--- config.mk ---
export PLATFORM = sky130hd
export DESIGN_NAME = dp_ctrl
export DESIGN_NICKNAME = d
export VERILOG_FILES = /design/src/rtl/dp_pkg.sv /design/src/rtl/cond_eval.sv /design/src/rtl/dp_ctrl.sv
export SDC_FILE = /design/constraint.sdc
export NUM_CORES = 1
export LEC_CHECK = 0
export BUFFER_PORTS_ARGS = -buffer_cell sky130_fd_sc_hd__buf_2
export CELL_PAD_IN_SITES_DETAIL_PLACEMENT = 0
export CELL_PAD_IN_SITES_GLOBAL_PLACEMENT = 1
export CORE_UTILIZATION = 32
export CTS_CLUSTER_SIZE = 12
export DETAILED_ROUTE_END_ITERATION = 7
export PLACE_DENSITY_LB_ADDON = 0.15
export SETUP_SLACK_MARGIN = 0.15
export SYNTH_ARGS = -nofsm -noshare
export SYNTH_HDL_FRONTEND = slang
export SYNTH_SLANG_ARGS = --single-unit
--- constraint.sdc ---
create_clock -name clk -period 2.7 [get_ports clk]
set_input_delay 0 -clock clk [delete_from_list [all_inputs] [get_ports clk]]
set_output_delay 0 -clock clk [all_outputs]
set_load 0.05 [all_outputs]
--- src/rtl/dp_pkg.sv ---
// dp_pkg: shared encodings for the data-processing control unit
package dp_pkg;
    localparam logic [3:0] ALU_AND = 4'h0;
    localparam logic [3:0] ALU_EOR = 4'h1;
    localparam logic [3:0] ALU_SUB = 4'h2;
    localparam logic [3:0] ALU_RSB = 4'h3;
    localparam logic [3:0] ALU_ADD = 4'h4;
    localparam logic [3:0] ALU_ADC = 4'h5;
    localparam logic [3:0] ALU_SBC = 4'h6;
    localparam logic [3:0] ALU_RSC = 4'h7;
    localparam logic [3:0] ALU_ORR = 4'hC;
    localparam logic [3:0] ALU_MOV = 4'hD;
    localparam logic [3:0] ALU_BIC = 4'hE;
    localparam logic [3:0] ALU_MVN = 4'hF;
    localparam logic [3:0] CC_EQ = 4'h0;
    localparam logic [3:0] CC_NE = 4'h1;
    localparam logic [3:0] CC_CS = 4'h2;
    localparam logic [3:0] CC_CC = 4'h3;
    localparam logic [3:0] CC_MI = 4'h4;
    localparam logic [3:0] CC_PL = 4'h5;
    localparam logic [3:0] CC_VS = 4'h6;
    localparam logic [3:0] CC_VC = 4'h7;
    localparam logic [3:0] CC_HI = 4'h8;
    localparam logic [3:0] CC_LS = 4'h9;
    localparam logic [3:0] CC_GE = 4'hA;
    localparam logic [3:0] CC_LT = 4'hB;
    localparam logic [3:0] CC_GT = 4'hC;
    localparam logic [3:0] CC_LE = 4'hD;
    localparam logic [3:0] CC_AL = 4'hE;
    localparam logic [3:0] CC_NV = 4'hF;
    localparam int FLAG_N = 3;
    localparam int FLAG_Z = 2;
    localparam int FLAG_C = 1;
    localparam int FLAG_V = 0;
    typedef enum logic [1:0] {ST_IDLE, ST_DECODE, ST_EXEC, ST_WB} state_t;
endpackage

--- src/rtl/cond_eval.sv ---
// cond_eval: ARM condition-code check against NZCV
module cond_eval
    import dp_pkg::*;
(
    input  logic [3:0] cond,
    input  logic [3:0] nzcv,
    output logic       pass
);
    logic w_n, w_z, w_c, w_v, w_base;
    assign w_n = nzcv[FLAG_N];
    assign w_z = nzcv[FLAG_Z];
    assign w_c = nzcv[FLAG_C];
    assign w_v = nzcv[FLAG_V];
    // Even codes test a predicate; each odd code is its complement (AL/NV included)
    always_comb begin
        w_base = 1'b1;
        case ({cond[3:1], 1'b0})
            CC_EQ:   w_base = w_z;
            CC_CS:   w_base = w_c;
            CC_MI:   w_base = w_n;
            CC_VS:   w_base = w_v;
            CC_HI:   w_base = w_c & !w_z;
            CC_GE:   w_base = w_n == w_v;
            CC_GT:   w_base = !w_z & (w_n == w_v);
            default: w_base = 1'b1;
        endcase
    end
    assign pass = w_base ^ cond[0];
endmodule

--- src/rtl/dp_ctrl.sv ---
// dp_ctrl: multi-cycle control for ARM data-processing instructions
module dp_ctrl
    import dp_pkg::*;
(
    input  logic        clk,
    input  logic        rst_n,
    input  logic        ir_valid,
    input  logic [31:0] ir,
    output logic        ir_ready,
    output logic [3:0]  ALU_OP,
    output logic        S,
    output logic        C,
    output logic        V,
    input  logic [31:0] alu_F,
    input  logic [3:0]  alu_NZCV,
    output logic [3:0]  rn_addr,
    output logic [3:0]  rm_addr,
    output logic [3:0]  rd_addr,
    output logic        op_imm,
    output logic [11:0] imm12,
    output logic        rf_we,
    output logic [31:0] rf_wdata,
    output logic [3:0]  cpsr_nzcv,
    output logic        done,
    output logic        executed,
    output logic        illegal
);
    state_t      r_state, w_next;
    logic [31:0] r_ir, r_f;
    logic [3:0]  r_flags, r_cpsr, w_opc, w_alu_op;
    logic        w_legal, w_cond_ok, w_pass, w_cmp, w_s;
    assign w_opc     = r_ir[24:21];
    assign w_legal   = r_ir[27:26] == 2'b00;
    assign w_cmp     = w_opc[3:2] == 2'b10;
    assign w_s       = r_ir[20] | w_cmp;
    assign w_pass    = w_legal & w_cond_ok;
    assign w_alu_op  = !w_cmp ? w_opc : (w_opc[1:0] == 2'b11) ? ALU_ADD : {2'b00, w_opc[1:0]};
    assign rn_addr   = r_ir[19:16];
    assign rm_addr   = r_ir[3:0];
    assign rd_addr   = r_ir[15:12];
    assign op_imm    = r_ir[25];
    assign imm12     = r_ir[11:0];
    assign rf_wdata  = r_f;
    assign cpsr_nzcv = r_cpsr;
    assign C         = r_cpsr[FLAG_C];
    assign V         = r_cpsr[FLAG_V];
    cond_eval u_cond (
        .cond (r_ir[31:28]),
        .nzcv (r_cpsr),
        .pass (w_cond_ok)
    );
    // State register
    always_ff @(posedge clk or negedge rst_n) begin
        if (!rst_n) r_state <= ST_IDLE;
        else        r_state <= w_next;
    end
    // Instruction, ALU result/flag latches and architectural flags
    always_ff @(posedge clk or negedge rst_n) begin
        if (!rst_n) begin
            r_ir    <= '0;
            r_f     <= '0;
            r_flags <= '0;
            r_cpsr  <= '0;
        end else begin
            if (r_state == ST_IDLE && ir_valid) r_ir <= ir;
            if (r_state == ST_EXEC) begin
                r_f     <= alu_F;
                r_flags <= alu_NZCV;
            end
            if (r_state == ST_WB && w_pass && w_s) r_cpsr <= r_flags;
        end
    end
    // Next state and per-state outputs; failed/illegal instructions bypass EXEC
    always_comb begin
        w_next   = r_state;
        ir_ready = 1'b0;
        ALU_OP   = ALU_AND;
        S        = 1'b0;
        done     = 1'b0;
        executed = 1'b0;
        illegal  = 1'b0;
        rf_we    = 1'b0;
        case (r_state)
            ST_IDLE: begin
                ir_ready = 1'b1;
                if (ir_valid) w_next = ST_DECODE;
            end
            ST_DECODE: w_next = w_pass ? ST_EXEC : ST_WB;
            ST_EXEC: begin
                ALU_OP = w_alu_op;
                S      = w_s;
                w_next = ST_WB;
            end
            ST_WB: begin
                done     = 1'b1;
                executed = w_pass;
                illegal  = !w_legal;
                rf_we    = w_pass & !w_cmp;
                w_next   = ST_IDLE;
            end
            default: w_next = ST_IDLE;
        endcase
    end
endmodule

==> flow_summary.toml <==
[worst_setup_path]
reg2reg_depth = 5
crit_type = "flop to output pin"
crit_path_start_kind = "flop"
critPathMaxFanout = 6
required_ps = 2700
arrival_ps = 2040
reg2reg_from = "r_ir[30]$_DFFE_PN0P_"
r2r-end = "cpsr_nzcv[1]$_DFFE_PN0P_"
critPathCaptureType = "output pin"
r2r_slack_ps = 760

[synthesis]
ys_seq_area_share_pct = 57.8
synth_cells = 226
async_reset_ff_share_pct = 100
syn_nets = 301
netlist_area_um2 = 3200
synth_flop_cell = "dfrtp_1"
ys.warnings.count = 0
synth_edf_count = 0
synth_seq_cells = 74
ys_types = 30
syn-mean-instance-area_um2 = 14.2

[clock_network]
cts_hold_buf = 70
clock-sinks = 74
cts-resized-gates = 0
tritoncts = "yes"
clock-root-buffer = "clkbuf_8"
clk_path_buf_depth = 2
clk_pin_slew_ps = 80
cts_buffers = 9
clk_latency_ps = 350
cts_max_level = 3
post_cts_buffers = 0

[global_route]
antenna_found_initial = 0
grt_max_degree = 75
grt_overflow_total = 0
grt.total_usage_pct = 14.0
grt_pass1_wl_um = 11000
grt_pass1_vias = 2303

[timing]
setup_viol = 0
clock.fmax_mhz = 491
worst_slew_pin_slew_ps = 947
tns_ps = 0
relSlewSlack_pct = 36.9
period_needed_ps = 2040
worst_clock_skew_ps = 16.2
slew_viol_final = 0
finalHoldViolCount = 0
rsz0062_at_grt = "no"
fin_crit_sh_pct = 75.4

[outcome]
status = "complete, no violations"

[routing]
wirelength_um = 6970
drt_first_iter_violations = 34
vias_per_cell = 4.29
first_pass_iters = 4
wire_per_inst_um = 12.5
drt_drc_violations_left = 0
postRouteAntennaNets = 0
vias = 2389

[die]
start_util_pct = 32.9
dieArea_um2 = 10400
row_count = 36
die_w_um = 102
die_y_um = 102
io_pins = 144
core_area_um2 = 9730

[run]
max_cap_violations = 0

[final_layout]
nets = 494
final_cell_mix = "buf_2 (142), dfrtp_1 (74), mux2_2 (72)"
layout_commonest_cell = "buf_2"
syn2layout_area_growth_pct = 49.0
num-fill-cells = 929
diodes = 0
drive_gt1_share_pct = 56.6

[placed_design]
dpl.hpwl_um = 4490
port_buffers = 143
place_congestion = 0.658

[min_path]
hold_class = "primary input to asynchronous set/reset pin"
worst max-delay path by stage:
stage	startpoint	end	slack (ps)	depth (start not counted)
6_report	r_ir[30]$_DFFE_PN0P_	executed	660	6
5_1_grt	r_ir[30]$_DFFE_PN0P_	executed	500	6
4_1_cts	r_ir[30]$_DFFE_PN0P_	executed	620	6
3_5_place_dp	r_state[0]$_DFFE_PN0P_	r_ir[7]$_DFFE_PN0P_	730	5
3_3_place_gp	r_state[0]$_DFFE_PN0P_	r_ir[10]$_DFFE_PN0P_	770	5
2_1_floorplan	cpsr_nzcv[3]$_DFFE_PN0P_	rf_we	260	5
flip-flops by register name, indices dropped and copies added (netlist names):
name,flops
r_flags,4
r_state,2
rf_wdata,32
r_ir,32
cpsr_nzcv,4
synth_stat cells (all sizes together), types with 2 or more instances:
library cell / n / share of area (%)
nor3: 2 / 0.31
nor2: 4 / 0.47
inv: 3 / 0.35
nand2: 5 / 0.59
and2b: 2 / 0.55
buf: 32 / 6.8
dfrtp: 74 / 58
mux2i: 3 / 1.1
mux2: 73 / 26
o211ai: 2 / 0.47
and2: 2 / 0.39
o21ai: 3 / 0.47
nor2b: 2 / 0.39
ha: 4 / 1.6
clkbuf: 2 / 0.23
a21oi: 2 / 0.31
metal layers:
metal,track usage (%),up-vias,wire (um)
met3,4.04,10,367
met1,16.9,1162,3010
li1,-,1142,-
met4,6.26,0,109
met5,0,-,0
met2,23.3,75,3490
logic make-up (layout without fill, tap and decap cells):
family / Yosys count / count (layout) / synth area share, %
DFF: 74 / 74 / 57.8
xor gates and xnor gates: 1 / 1 / 0.273
buffers and inverters: 37 / 235 / 7.38
adders and majority gates: 4 / 4 / 1.56
AOI/OAI and AO/OA: 10 / 10 / 2.11
muxes: 76 / 76 / 26.7
and+or+nand+nor: 24 / 24 / 4.14
metrics by stage:
step	area (um^2)	worst slack [ps]	cells	hold WS (ps)	utilization, %
global placement	3900	773	471	222	40.1
finish	4770	663	557	333	49.0
detailed placement	3900	728	471	217	40.1
floorplan	3200	261	226	-296	-
global route	4770	499	557	398	49.0
CTS	4770	616	557	382	49.0
worst max-delay path, cell delays in order, from the launching register on:
cell	delay, ps
dfrtp_1	410
mux2_1	330
mux2i_1	120
o2111a_2	230
mux2i_1	300
nor2_1	80
buf_2	220
area by class of cell:
class	count	area [um^2]	area share (%)
clock buffer	10	128	2.67
clock inverter	6	43.8	0.918
inverter	3	11.3	0.236
multi-input combinational	115	1120	23.4
sequential	74	1850	38.8
tap	133	166	3.49
timing repair buffer	216	1450	30.5
Power is left out: the tool's default activity adds up to more than one toggle a clock period on the data nets, which glitch-free logic cannot reach.
